**src/rtl/add4_pg_pkg.sv**
```systemverilog
// -----------------------------------------------------------------------------
// add4_pg_pkg
//   Shared definitions for the hierarchical carry-lookahead adder datapath.
//   Holds the slice width and the group propagate/generate record that the
//   second-level lookahead unit consumes from each 4-bit slice.
// -----------------------------------------------------------------------------
package add4_pg_pkg;

    localparam int SLICE_W = 4;

    // Group signals of one slice, as seen by the second-level lookahead unit.
    typedef struct packed {
        logic pg;   // group propagate
        logic gg;   // group generate
    } grp_pg_t;

    // Block carry out of a slice given its group signals and its carry in.
    function automatic logic grp_carry(input grp_pg_t grp, input logic c_in);
        return grp.gg | (grp.pg & c_in);
    endfunction

endpackage

```
**src/rtl/add4_pg_pg_cell.sv**
```systemverilog
// -----------------------------------------------------------------------------
// pg_cell
//   One-bit carry-lookahead cell: forms the bit propagate and generate and
//   the sum bit from the carry supplied by the lookahead logic.
//   Ports:
//     a, b  in  addend bits
//     c     in  carry into this bit position
//     p     out propagate  (a ^ b)
//     g     out generate   (a & b)
//     s     out sum bit    (p ^ c)
// -----------------------------------------------------------------------------
module pg_cell (
    input  logic a,
    input  logic b,
    input  logic c,
    output logic p,
    output logic g,
    output logic s
);

    assign p = a ^ b;
    assign g = a & b;
    assign s = p ^ c;

endmodule

```
**src/rtl/add4_pg.sv**
```systemverilog
// -----------------------------------------------------------------------------
// add4_pg
//   Four-bit carry-lookahead adder slice with group propagate/generate.
//   Sum, group signals and carry out are combinational; a registered copy of
//   each is provided for pipelined consumers.
//   Ports:
//     clk     in   design clock
//     rst     in   synchronous active-high reset (clears *_q only)
//     a, b    in   4-bit addends
//     cin     in   carry into bit 0
//     s       out  (a + b + cin) mod 16, combinational
//     PG, GG  out  group propagate / generate, combinational, cin-independent
//     cout    out  carry out of bit 3, combinational
//     s_q, PG_q, GG_q, cout_q  out  registered copies (one-cycle latency)
// -----------------------------------------------------------------------------
module add4_pg
    import add4_pg_pkg::*;
(
    input  logic               clk,
    input  logic               rst,
    input  logic [SLICE_W-1:0] a,
    input  logic [SLICE_W-1:0] b,
    input  logic               cin,
    output logic [SLICE_W-1:0] s,
    output logic               PG,
    output logic               GG,
    output logic               cout,
    output logic [SLICE_W-1:0] s_q,
    output logic               PG_q,
    output logic               GG_q,
    output logic               cout_q
);

    logic [SLICE_W-1:0] w_p;
    logic [SLICE_W-1:0] w_g;
    logic [SLICE_W-1:0] w_c;
    logic [SLICE_W-1:0] w_s;
    grp_pg_t            w_grp;

    logic [SLICE_W-1:0] r_s;
    logic               r_pg;
    logic               r_gg;
    logic               r_cout;

    for (genvar i = 0; i < SLICE_W; i++) begin : g_cell
        pg_cell u_cell (
            .a (a[i]),
            .b (b[i]),
            .c (w_c[i]),
            .p (w_p[i]),
            .g (w_g[i]),
            .s (w_s[i])
        );
    end

    // Every carry is a flat sum of products of p/g/cin, so no carry waits on
    // another carry.
    assign w_c[0] = cin;
    assign w_c[1] = w_g[0]
                  | (w_p[0] & cin);
    assign w_c[2] = w_g[1]
                  | (w_p[1] & w_g[0])
                  | (w_p[1] & w_p[0] & cin);
    assign w_c[3] = w_g[2]
                  | (w_p[2] & w_g[1])
                  | (w_p[2] & w_p[1] & w_g[0])
                  | (w_p[2] & w_p[1] & w_p[0] & cin);

    // Group terms exclude cin so the second-level unit can resolve block
    // carries in parallel with the slices.
    assign w_grp.pg = &w_p;
    assign w_grp.gg = w_g[3]
                    | (w_p[3] & w_g[2])
                    | (w_p[3] & w_p[2] & w_g[1])
                    | (w_p[3] & w_p[2] & w_p[1] & w_g[0]);

    assign s    = w_s;
    assign PG   = w_grp.pg;
    assign GG   = w_grp.gg;
    assign cout = grp_carry(w_grp, cin);

    always_ff @(posedge clk) begin
        if (rst) begin
            r_s    <= '0;
            r_pg   <= 1'b0;
            r_gg   <= 1'b0;
            r_cout <= 1'b0;
        end else begin
            r_s    <= w_s;
            r_pg   <= w_grp.pg;
            r_gg   <= w_grp.gg;
            r_cout <= cout;
        end
    end

    assign s_q    = r_s;
    assign PG_q   = r_pg;
    assign GG_q   = r_gg;
    assign cout_q = r_cout;

endmodule

```
**config.mk**
```make
export PLATFORM = sky130hd
export DESIGN_NAME = add4_pg
export DESIGN_NICKNAME = d
export VERILOG_FILES = /design/src/rtl/add4_pg_pkg.sv /design/src/rtl/add4_pg_pg_cell.sv /design/src/rtl/add4_pg.sv
export SDC_FILE = /design/constraint.sdc
export NUM_CORES = 1
export LEC_CHECK = 0
export CAP_MARGIN = 20
export CELL_PAD_IN_SITES_DETAIL_PLACEMENT = 1
export CELL_PAD_IN_SITES_GLOBAL_PLACEMENT = 1
export CORE_MARGIN = 1
export CORE_UTILIZATION = 27
export DETAILED_ROUTE_END_ITERATION = 8
export PLACE_DENSITY = 0.81
export RECOVER_POWER = 100
export SYNTH_ARGS = -nofsm -noshare
export SYNTH_HDL_FRONTEND = slang
export SYNTH_SLANG_ARGS = --single-unit
```
**constraint.sdc**
```tcl
create_clock -name clk -period 3.1 [get_ports clk]
set_input_delay 0.62 -clock clk [delete_from_list [all_inputs] [get_ports clk]]
set_output_delay 0.62 -clock clk [all_outputs]
set_load 0.01 [all_outputs]
```
==> impl_summary.log, run 1 <==
INFO  metric outcome = finished clean
INFO  metric pwr-share-comb = about two fifths
INFO  metric finalSetupViolCount = 0
INFO  metric clkTransAtPathRegs = 0.05 ns
INFO  metric fin_hold_ws = approximately 1.1 ns
INFO  metric drive_gt1_share = ~16%
INFO  metric fin_nets = 92
INFO  metric detail_route.wirelength.met1 = 444 um
INFO  metric numPortBuffers = 24
INFO  metric timing.critical_path.from_type = primary input
INFO  metric crit_path_cell_trace = clkdlybuf4s50_1, inv_1, fa_1, xnor2_1, clkdlybuf4s50_1
INFO  metric timing.final.crit_share = 97.5%
INFO  metric cp_slowest_cell = sky130_fd_sc_hd__clkdlybuf4s50_1
INFO  metric yosys.area_share.xor_xnor = 6.07%
INFO  metric internal_power_component = around 0.00022 W
INFO  metric detail_route.wirelength = 1.16 mm
INFO  metric grt-ovfl-total = 0
INFO  metric worst_path_most_repeated_cell = sky130_fd_sc_hd__clkdlybuf4s50_1
INFO  metric chipHeight = 42.0 um
INFO  metric slew_headroom = roughly 80%
INFO  metric power_switching_share = between 20% and 30%
INFO  metric synth.net_count = 62
INFO  metric die_width = roughly 42 um
INFO  metric pin_slew_with_the_least_headroom_to_its_limit = 0.330 ns
INFO  metric core_area = 1510 um2
INFO  metric tritoncts = yes
INFO  metric cellLeakagePower = 0.361 nW
INFO  metric finalWeightedCongestion = 0.733
INFO  metric antenna_found_initial = 0
INFO  metric cts_inserted_buffers = 3
INFO  metric clock_tree.buffer_depth = 2
INFO  metric pwr-share-seq = around a third
INFO  metric drt_first_iter_violations = 1
INFO  metric critical_path_arrival = 2.40 ns
INFO  metric synth_compound_area_share = 14.2%
INFO  metric mux_cell_area_share_after_synthesis = 6.07%
INFO  metric timing.max_cap.violations = 0
INFO  metric wl_met2 = 658 um
INFO  metric worstHoldPathType = primary input to flip-flop
INFO  metric post-route-drc-count = 0
INFO  metric final-max-slew-violation-count = 0
INFO  metric synth_area_leader_cell = sky130_fd_sc_hd__dfxtp_1
INFO  metric worst_path_dominant_cell_family = buffers and inverters
INFO  metric fp.dieArea = 1770 um2
INFO  metric power-per-cell-area = 422 nW/um2
INFO  metric critical_path_peak_fanout = 2
INFO  metric worst_ep_required_time = 2.48 ns
INFO  metric synthAdderAreaFrac = 16.2%
INFO  metric highest_attainable_clock_frequency = 0.331 GHz
INFO  metric grt_pass1_vias = 439
INFO  metric syn-cell-area = 433 um2
INFO  metric antenna_cells = 0
INFO  metric grt_pass1_wl = 1.84 mm
INFO  metric via_count = between 400 and 500
INFO  metric area_growth_syn_to_layout = 69.9%
INFO  metric initial_core_util = 28.7%
INFO  metric portion_of_the_post_synthesis_area_used_by_sequential_elements = between 30% and 40%
INFO  metric finalHoldViolCount = 0
INFO  metric vdd_drop_max = 0.106 mV
INFO  metric synth.avg_cell_area = 9.41 um2
INFO  metric cp.buffers_inverters = 3
INFO  metric finalPower = 0.000311 W
INFO  metric critical_path_class = primary input to output port
INFO  metric post_synth_and_or_nand_nor_area_fraction = 13.0%
INFO  metric via_count_normalized_by_instance_count = 4.54
INFO  metric synth.area.top_cells = sky130_fd_sc_hd__dfxtp_1, sky130_fd_sc_hd__ha_1, sky130_fd_sc_hd__buf_4
INFO  metric dpl.hpwl = 938 um
INFO  metric count_of_tritonroute_iterations_in_the_first_routing_pass = 3
INFO  metric synthesis.yosys.warnings = 0
INFO  metric wl_per_cell = 12.8 um
INFO  metric synthArstFlopShare = 0%
INFO  metric syn_inst = 46
INFO  metric detailroute.wirelength.met3 = 58 um
INFO  metric max_stage_delay = about 0.57 ns
INFO  metric finalCriticalPeriod = 3.02 ns
INFO  metric track_usage = roughly 14%
INFO  metric grt_max_degree = 10
INFO  metric synth_cell_count_leaders = sky130_fd_sc_hd__dfxtp_1, sky130_fd_sc_hd__inv_1
INFO  metric ios = 25
INFO  metric h-tree-depth = 1
INFO  metric numClockSinks = 7
INFO  metric final_util = 48.8%
INFO  metric yosysTopAreaCellShare = about 32%
INFO  metric yosysMostFrequentCell = sky130_fd_sc_hd__dfxtp_1
INFO  metric total_switching_power = between 0.00008 and 0.00009 W
INFO  metric rows = 14
INFO  metric combinational_family_with_the_most_area_after_synthesis = adder cells
INFO  metric power_frac_clock = between 20% and 30%
INFO  metric route.top_layer_used = met3
INFO  metric postRouteAntennaNets = 0
INFO  metric cts-root-buf = sky130_fd_sc_hd__clkbuf_4
INFO  metric synth_ff_type = sky130_fd_sc_hd__dfxtp_1
INFO  metric filler_cell_count = 180
INFO  metric unique_cell_type_count_in_the_yosys_netlist = 18
INFO  metric synth-edff-count = 0
INFO  metric worstSetupEndpointType = output port
INFO  metric synth_register_bits = 7
## cells in the final DEF (no fill, tap or decap)
cell	synthesis	final
sky130_fd_sc_hd__mux2_4	1	1
sky130_fd_sc_hd__nor2b_1	4	4
sky130_fd_sc_hd__dlygate4sd3_1	0	9
sky130_fd_sc_hd__nor2_1	4	4
sky130_fd_sc_hd__a41o_1	1	1
sky130_fd_sc_hd__nand2_1	2	2
sky130_fd_sc_hd__a21o_1	3	3
sky130_fd_sc_hd__clkdlybuf4s50_1	0	13
sky130_fd_sc_hd__xnor2_1	3	3
sky130_fd_sc_hd__buf_4	4	6
sky130_fd_sc_hd__mux2_2	1	1
sky130_fd_sc_hd__ha_1	4	3
sky130_fd_sc_hd__clkbuf_1	1	1
sky130_fd_sc_hd__and4_1	1	1
sky130_fd_sc_hd__ha_4	0	1
sky130_fd_sc_hd__clkdlybuf4s25_1	0	2
sky130_fd_sc_hd__inv_1	5	5
sky130_fd_sc_hd__clkbuf_4	0	3
sky130_fd_sc_hd__dfxtp_1	7	7
sky130_fd_sc_hd__a21oi_1	1	3
sky130_fd_sc_hd__fa_1	1	1
sky130_fd_sc_hd__a31oi_1	1	1
## power by group through the flow
| stage | Combinational [W] | Clock (W) | Sequential (W) |
|---|---|---|---|
| global route | 0.000139 | 0.0000881 | 0.000101 |
| global placement | 0.000131 | 0 | 0.000103 |
| CTS | 0.000136 | 0.0000852 | 0.000102 |
| finish | 0.000129 | 0.0000812 | 0.000101 |
| detailed placement | 0.000135 | 0 | 0.000103 |
| floorplan | 0.0000669 | 0 | 0.000108 |
## cell type report
cell class / count / area (um2) / share of cell area, %
clock buffer: 4 / 26.3 / 3.57
multi-input combinational: 29 / 245 / 33.3
timing repair buffer: 30 / 285 / 38.8
tap: 16 / 20.0 / 2.72
sequential: 7 / 140 / 19.0
inverter: 5 / 18.8 / 2.55
## timing repair
| item | in CTS | in global routing |
|---|---|---|
| gates resized for setup | 0 | 3 |
| setup buffers | 0 | 0 |
| endpoints found under the setup margin | 0 | 4 |
| hold buffers | 0 | 0 |
## flip-flops by register name (all words and copies together) (netlist names)
name	flops
GG_q	1
s_q	4
PG_q	1
cout_q	1
## per-layer routing
layer | vias to the layer above | global-route usage [%]
met5 | - | 0
met4 | 0 | 5.63
met3 | 0 | 3.88
met2 | 16 | 25.6
met1 | 191 | 14.4
li1 | 206 | -
## path summary, 6_finish.rpt
path	from	to	depth (start not counted)
worst min-delay path	rst	GG_q	2
worst max-delay path	b[0]	s[1]	5
## stage by stage
step	instance area [um2]	std cells	setup TNS, ns	setup WS (ns)
floorplan	433	46	0	0.860
global placement	704	87	0	0.0478
detailed placement	704	87	0	0.0185
CTS	731	91	0	0.0200
global route	736	91	-0.0275	-0.0275
finish	736	91	0	0.0783
## cells by family after synthesis
kind of cell             count (synthesis)
AND/OR/NAND/NOR                         11
buffers and inverters                   10
adder cells (fa/ha/maj)                  5
XOR/XNOR                                 3
flip-flops                               7
multiplexers                             2
AO/OA/AOI/OAI                            8
Note: power is estimated with default switching activity, not from simulation.
==> run 2: changes to the inputs <==
Settings changed: SLEW_MARGIN set to 20.
==> results of run 2 <==
Same layout as run 1: the final DEF is identical, and so are final timing and power.
